===== config.mk =====
export PLATFORM = sky130hd
export DESIGN_NAME = fast_adder_seq_ctrl
export DESIGN_NICKNAME = d
export VERILOG_FILES = /design/src/rtl/fast_adder_seq_ctrl.sv
export SDC_FILE = /design/constraint.sdc
export NUM_CORES = 1
export LEC_CHECK = 0
export ABC_AREA = 1
export BUFFER_PORTS_ARGS = -buffer_cell sky130_fd_sc_hd__buf_2
export CAP_MARGIN = 20
export CORE_ASPECT_RATIO = 2
export CORE_MARGIN = 3
export CORE_UTILIZATION = 51
export DETAILED_ROUTE_END_ITERATION = 6
export MAX_ROUTING_LAYER = met4
export PLACE_DENSITY = 0.76
export SLEW_MARGIN = 20
export SYNTH_ARGS = -nofsm -noshare
export SYNTH_HDL_FRONTEND = slang
export SYNTH_SLANG_ARGS = --single-unit

===== constraint.sdc =====
create_clock -name clk -period 3.3 [get_ports clk]
set_clock_uncertainty 0.1 [all_clocks]
set_input_delay 0.66 -clock clk [delete_from_list [all_inputs] [get_ports clk]]
set_output_delay 0.66 -clock clk [all_outputs]
set_load 0.05 [all_outputs]

===== src/rtl/fast_adder_seq_ctrl.sv =====
// Multi-precision add/subtract sequencer: one N-bit parallel-prefix adder is reused across
// WORDS slices, LSB slice first, with the inter-slice carry held in a register.
module fast_adder_seq_ctrl #(
   parameter int unsigned N     = 10,
   parameter int unsigned WORDS = 4
) (
   input  logic               clk,
   input  logic               rst,
   input  logic               start,
   input  logic [N*WORDS-1:0] op_a,
   input  logic [N*WORDS-1:0] op_b,
   input  logic               cin,
   input  logic               sub,
   output logic               busy,
   output logic               done,
   output logic [N*WORDS-1:0] sum,
   output logic               cout,
   output logic               ovf
);

   localparam int unsigned W    = N * WORDS;
   localparam int unsigned IdxW = (WORDS > 1) ? $clog2(WORDS) : 1;
   localparam logic [IdxW-1:0] LastIdx = IdxW'(WORDS - 1);

   typedef enum logic [1:0] {StIdle, StRun, StDone} state_e;

   state_e          state_q, state_d;
   logic [IdxW-1:0] idx_q, idx_d;
   logic            carry_q, carry_d;
   logic [W-1:0]    a_q, a_d;
   logic [W-1:0]    b_q, b_d;
   logic [W-1:0]    sum_q, sum_d;
   logic            cout_q, cout_d;
   logic            ovf_q, ovf_d;

   logic [31:0]     slice_base;
   logic [N-1:0]    add_a, add_b, add_res;
   logic            add_cout;
   logic [N-1:0]    p0, g_v, p_v, g_n, p_n;

   // idx never leaves 0..WORDS-1, so the adder operands are always real register bits.
   assign slice_base = 32'(idx_q) * N;
   assign add_a      = a_q[slice_base +: N];
   assign add_b      = b_q[slice_base +: N];

   // Kogge-Stone prefix adder; the slice carry-in is folded into bit 0's generate term.
   always_comb begin
      p0       = add_a ^ add_b;
      g_v      = add_a & add_b;
      g_v[0]   = g_v[0] | (p0[0] & carry_q);
      p_v      = p0;
      g_n      = g_v;
      p_n      = p_v;
      for (int d = 1; d < int'(N); d = d * 2) begin
         for (int i = 0; i < int'(N); i++) begin
            if (i >= d) begin
               g_n[i] = g_v[i] | (p_v[i] & g_v[i-d]);
               p_n[i] = p_v[i] & p_v[i-d];
            end else begin
               g_n[i] = g_v[i];
               p_n[i] = p_v[i];
            end
         end
         g_v = g_n;
         p_v = p_n;
      end
      add_res  = p0 ^ {g_v[N-2:0], carry_q};
      add_cout = g_v[N-1];
   end

   always_comb begin
      state_d = state_q;
      idx_d   = idx_q;
      carry_d = carry_q;
      a_d     = a_q;
      b_d     = b_q;
      sum_d   = sum_q;
      cout_d  = cout_q;
      ovf_d   = ovf_q;
      unique case (state_q)
         StIdle: begin
            if (start) begin
               a_d     = op_a;
               b_d     = sub ? ~op_b : op_b;
               carry_d = sub ? 1'b1 : cin;
               idx_d   = '0;
               sum_d   = '0;
               cout_d  = 1'b0;
               ovf_d   = 1'b0;
               state_d = StRun;
            end
         end
         StRun: begin
            sum_d[slice_base +: N] = add_res;
            carry_d                = add_cout;
            if (idx_q == LastIdx) begin
               cout_d  = add_cout;
               ovf_d   = (a_q[W-1] == b_q[W-1]) && (add_res[N-1] != a_q[W-1]);
               state_d = StDone;
            end else begin
               idx_d = idx_q + 1'b1;
            end
         end
         StDone: state_d = StIdle;
         default: state_d = StIdle;
      endcase
   end

   always_ff @(posedge clk) begin
      if (rst) begin
         state_q <= StIdle;
         idx_q   <= '0;
         carry_q <= 1'b0;
         a_q     <= '0;
         b_q     <= '0;
         sum_q   <= '0;
         cout_q  <= 1'b0;
         ovf_q   <= 1'b0;
      end else begin
         state_q <= state_d;
         idx_q   <= idx_d;
         carry_q <= carry_d;
         a_q     <= a_d;
         b_q     <= b_d;
         sum_q   <= sum_d;
         cout_q  <= cout_d;
         ovf_q   <= ovf_d;
      end
   end

   assign busy = (state_q != StIdle);
   assign done = (state_q == StDone);
   assign sum  = sum_q;
   assign cout = cout_q;
   assign ovf  = ovf_q;

endmodule

# Word-level counts from Yosys, hierarchy flattened
# Index checks and enable logic that the tools add are counted.
[totals] reg_bits=127 latchBits=0 ramBits=0 rom_bits=0 inputBits=85 out_inout_bits=44 wordCells=122 mem_count=0
[classes] add_sub_neg=2 mul=1 div_mod_pow=0 order_cmp=0 n_eq_ne=8 shifts=4 n_mux=18 bitwise=72 n_reduce_logical=9
[op_table] cell="40-bit 2-to-1 mux" n=2
[op_table] cell="40-bit case mux with 2 select lines" n=1
[op_table] cell="40-bit by 7-bit variable part select with 10-bit output" n=2
[op_table] cell="1-bit bitwise AND" n=42
[op_table] cell="40-bit bitwise mux" n=1
[op_table] cell="40-bit inverter" n=1
[op_table] cell="10-bit by 34-bit variable shift with 40-bit output (first input constant)" n=1
[op_table] cell="10-bit by 34-bit variable part select with 40-bit output" n=1
[op_table] cell="6-bit negation with 34-bit output" n=1
[op_table] cell="1-bit bitwise OR" n=26
[op_table] cell="10-bit XOR" n=2
[op_table] cell="10-bit bitwise AND" n=1
[op_table] cell="2-bit 2-to-1 mux" n=4
[op_table] cell="2-bit case mux with 2 select lines" n=2
[op_table] cell="2-bit inequality test (second input constant)" n=3
[op_table] cell="1-bit case mux with 2 select lines" n=3
[op_table] cell="2-bit AND reduction" n=3
[op_table] cell="3-bit AND reduction" n=2
[op_table] cell="2-bit by 3-bit multiplier with 5-bit output (second input constant)" n=1
[op_table] cell="1-bit 2-to-1 mux" n=5
[op_table] cell="2-bit == test (second input constant)" n=2
[op_table] cell="2-bit nonzero test" n=2
[op_table] cell="2-bit by 1-bit adder with 2-bit output (second input constant)" n=1
[op_table] cell="2-bit by 1-bit == test with 1-bit output (second input constant)" n=1
[op_table] cell="other kinds (4)" n=4

# Depth between registers and ports, before layout
[depth] word_depth=16 mapped_depth=23 ltp_nobuf=19

# Least setup slack after synthesis
# Ideal clock, no wire load.
[synth_path] path_type="reg2reg" startpoint="register idx_q[0]" endpoint="register sum_q[28], in the netlist sum[28]" t_arrival_ns=3.047 path_slack_ns=0.023 stages_incl_launch_ff=24 n_path_buf=4 period_less_slack_ns=3.277 cell_sequence="dfxtp_1 > buf_4 > inv_1 > buf_2 > clkbuf_1 > nor2_1 > o22ai_1 > fa_1 > inv_1 > fa_1 > inv_1 > nand3_1 > nand2_2 > nand2_2 > nand2_1 > nand2_1 > and2_1 > buf_6 > nand2_4 > nand2_4 > nand2_2 > nand2_2 > nand3_1 > a21oi_2"
[synth_via] elab_chain_len=15
[synth_rtl] element="from (decl)" line="28" source="logic [IdxW-1:0] idx_q, idx_d;"
[synth_rtl] element="from (signal assigned)" line="121" source="idx_q <= idx_d;"
[synth_rtl] element="2-bit by 3-bit multiplier with 5-bit output (*)" line="42" source="assign slice_base = 32'(idx_q) * N;"
[synth_rtl] element="40-bit by 7-bit variable part select with 10-bit output (on tied branches)" line="43, 44"
[synth_rtl] element="10-bit XOR" line="48" source="p0 = add_a ^ add_b;"
[synth_rtl] element="1-bit bitwise AND" line="50" source="g_v[0] = g_v[0] | (p0[0] & carry_q);"
[synth_rtl] element="1-bit bitwise OR" line="50"
[synth_rtl] element="1-bit bitwise AND" line="57" source="g_n[i] = g_v[i] | (p_v[i] & g_v[i-d]);"
[synth_rtl] element="1-bit bitwise OR" line="57"
[synth_rtl] element="1-bit bitwise AND" line="57"
[synth_rtl] element="1-bit bitwise OR" line="57"
[synth_rtl] element="1-bit bitwise AND" line="57"
[synth_rtl] element="1-bit bitwise OR" line="57"
[synth_rtl] element="10-bit XOR" line="67" source="add_res = p0 ^ {g_v[N-2:0], carry_q};"
[synth_rtl] element="10-bit by 34-bit variable part select with 40-bit output" line="94" source="sum_d[slice_base +: N] = add_res;"
[synth_rtl] element="40-bit bitwise mux (*)" line="94"
[synth_rtl] element="40-bit case mux with 2 select lines (*)" line="80" source="unique case (state_q)"
[synth_rtl] element="to (signal assigned)" line="125" source="sum_q <= sum_d;"
[synth_rtl] element="to (decl)" line="32" source="logic [W-1:0] sum_q, sum_d;"
# Mark *: on every way between the ends. The rest lies on a longest branch, timed or not.
# A chain may end at the register's enable or synchronous reset.

# Worst setup path in the final report
[layout_path] startpoint="register idx_q[0]" endpoint="register sum_q[24], in the netlist sum[24]"
# Same word-level chain as after synthesis.

==> impl_metrics.yaml <==
logic_synthesis:
  postSynthCellCount: 982
  avgSynthCellArea_sq_um: 7.01
  synth-simple-area-share: 0.295
  synth_compound_area_frac: 0.178
  async_flop_share: 0
  synth_edf_count: 0
  synth.yosys.seq_area_share: 0.369
  synthAdderAreaFrac: 0.0349
  synth_cell_type_count: 41
  synthMuxAreaShare: 0
  ys_seq_elements: 127
  synth-xor-area-share: 0.0532
  synth_fp_nets: 1085
  synth_top_family_by_area: "simple AND/OR/NAND/NOR gates"
  ys_warn_count: 0
  synthFlopType: "dfxtp_1"
  syn_area_sq_um: 6890
clock_tree:
  clk_transition_reported_paths_ps: 60
  cts_made_buffers: 17
  cts-root-buf: "clkbuf_16"
  cts_tree: "yes"
  cts.sinks: 127
  postCtsHoldBufs: 0
  cts_buffer_depth: 2
  insertion_delay_ps: 420
  h-tree-depth: 4
critical_path:
  arrival_ps: 3340
  r2r_slack_ps: 200
  r2r_start: "idx_q[0]"
  cp.required_ps: 3540
  start_kind: "flip-flop"
  critPathCaptureType: "flip-flop"
  cp_max_fo: 14
  r2r-end: "sum[24]"
  rr_worst_depth: 18
  crit_type: "flip-flop to flip-flop"
sta:
  tightest_slew_ps: 987
  finalSetupViolCount: 0
  timing_hold_violations_final: 0
  fin_crit_sh: 0.940
  whs_ps: 361
  fmax_ghz: 0.323
  slew_violations: 0
  relSlewSlack: 0.338
  grt_setup_unrepaired: "no"
  fin_crit_ps: 3100
die:
  die_height_microns: 170
  coreArea_sq_um: 13100
  num_rows: 59
  die_area_sq_um: 15000
  die_x_microns: 88.2
  initial_core_util: 0.524
  boundaryPins: 129
global_routing:
  grt_pass1_vias: 6731
  antenna_found_initial: 0
  grt_pass1_wl_microns: 33600
  grt_max_degree: 83
  grt_usage: 0.303
  grt_overflow: 0
layout:
  fin_cells: 1263
  areaGrowthSynthToFinish_pct: 22.7
  post_route_cells_drive_above_1_share: 0.214
  regArea_sq_um: 2550
  fillers: 1239
  multi_input_area_sq_um: 3950
  diodes: 0
  fin_nets: 1203
hold_path:
  min_to: "b_q[1]"
  min_path_cells: 2
  hold_path.class: "flip-flop to flip-flop"
  hp-start: "b_q[1]"
power_and_ir_drop:
  power_mw: 5.07
  vdd_drop_max_mv: 0.429
  p_leak_nw: 3.69
  power_density_nw_per_um2: 600
routing:
  routedWlPerCell_microns: 17.5
  ant_nets: 0
  num_vias: 7066
  drc: 0
  wirelength_microns: 22100
  firstDrtPassIters: 7
  viasPerCell: 5.59
  drt_iter0_markers: 277
run:
  maxCapViolCount: 0
placement:
  post-dp-hpwl_microns: 16600
  gp_congestion: 1.06
  io_buffer_count: 128
  place_inst: 1229
status:
  status: "finished, final reports clean"
[metrics by stage]
stage	instance area [sq um]	worst slack, ps	util	TNS, ps
after CTS	8300	-10.6	0.631	-15.5
final	8450	199	0.643	0
after global routing	8450	4.99	0.643	0
after floorplan	6890	22.7	-	0
after detailed placement	7680	-0.804	0.585	-1.35
after global placement	7680	26.6	0.585	0
[cell usage after synthesis (3+ instances only)]
library cell	instances	area, sq um
and2_1	3	18.8
a21oi_1	48	240
xnor2_1	39	342
nand4_1	23	144
buf_6	3	33.8
buf_1	5	18.8
a211oi_1	39	293
nand3_1	62	310
nor2_1	184	691
nand2_1	175	657
dfxtp_1	127	2540
nor2_2	3	18.8
a21oi_2	6	52.6
o21ai_0	87	435
nand2_2	6	37.5
clkinv_1	3	11.3
inv_1	41	154
buf_2	22	110
o22ai_1	18	113
o21ai_1	5	25.0
ha_1	16	200
nand3b_1	4	30.0
clkbuf_1	33	124
nor3_1	4	20.0
[cell families after synthesis]
family          count (synthesis)
simple gates                  473
compound gates                212
flops                         127
buf+inv                       111
xor+xnor                       41
fa+ha+maj                      18
[worst max path at each step]
stage / startpoint / end / slack [ps] / cells after the start
2_1_floorplan: idx_q[0] / sum[28] / 20 / 23
3_3_place_gp: idx_q[0] / sum[28] / 30 / 17
3_5_place_dp: idx_q[0] / sum[32] / -0.8 / 16
4_1_cts: idx_q[0] / sum[28] / -10 / 17
5_1_grt: idx_q[0] / sum[28] / 5 / 21
6_report: idx_q[0] / sum[24] / 200 / 18
[cell type report]
cell class | count | share of cell area
Multi-Input combinational cell | 744 | 0.467
Sequential cell | 127 | 0.301
Timing Repair Buffer | 164 | 0.115
Clock buffer | 18 | 0.0508
Tap cell | 152 | 0.0225
Clock inverter | 12 | 0.0221
Inverter | 46 | 0.0210
[worst max-delay path, cell delays in order (launching register included)]
cell,delay (ps)
dfxtp_4,390
clkinvlp_4,140
buf_12,170
nor2_1,160
o22ai_2,140
fa_2,370
inv_1,70
fa_1,200
inv_1,60
nand3_1,100
nand2_2,80
nand2_1,100
and2_1,190
nand3_2,130
nand3_2,130
nand3_1,130
nand2_1,110
nand2_1,80
a21oi_1,150
[repair_timing]
action                     CTS  global route
resized for setup            0            23
pin swaps                    0             4
cloned                       0             2
setup endpoints to repair    2            38
setup buffers                0             2
[layout by cell type (no fill, tap or decap), types with 6 or more instances in the layout]
master     count
dfxtp_1      126
xnor2_1       39
nand3_1       57
buf_4         31
a21oi_2        9
nand2_1      174
o21ai_0       84
a211oi_1      39
nand3_2        6
inv_1         38
nand4_1       23
o22ai_1       16
nand2_2        7
buf_2        128
ha_1          14
clkbuf_16     19
o21ai_1        8
nor2_1       184
a21oi_1       45
[state kept, by name (all words and copies together), names as in the netlist]
name / cells
ovf: 1
carry_q: 1
sum: 40
cout: 1
idx_q: 2
b_q: 40
state_q: 2
a_q: 40
[report_power, final]
part	switching [mW]	internal, mW	leakage [nW]
clock network	0.726	1.26	0.289
logic	0.888	0.490	2.35
registers	0.0628	1.64	1.04
total	1.68	3.39	3.69
[metal layers]
| metal | vias up | GRT usage | part of all wire |
|---|---|---|---|
| met5 | - | - | 0 |
| met4 | 0 | 0.238 | 0.086 |
| met3 | 116 | 0.0543 | 0.040 |
| met2 | 266 | 0.523 | 0.53 |
| met1 | 3169 | 0.283 | 0.34 |
| li1 | 3515 | - | - |
Note: power is estimated with default switching activity, not from simulation.
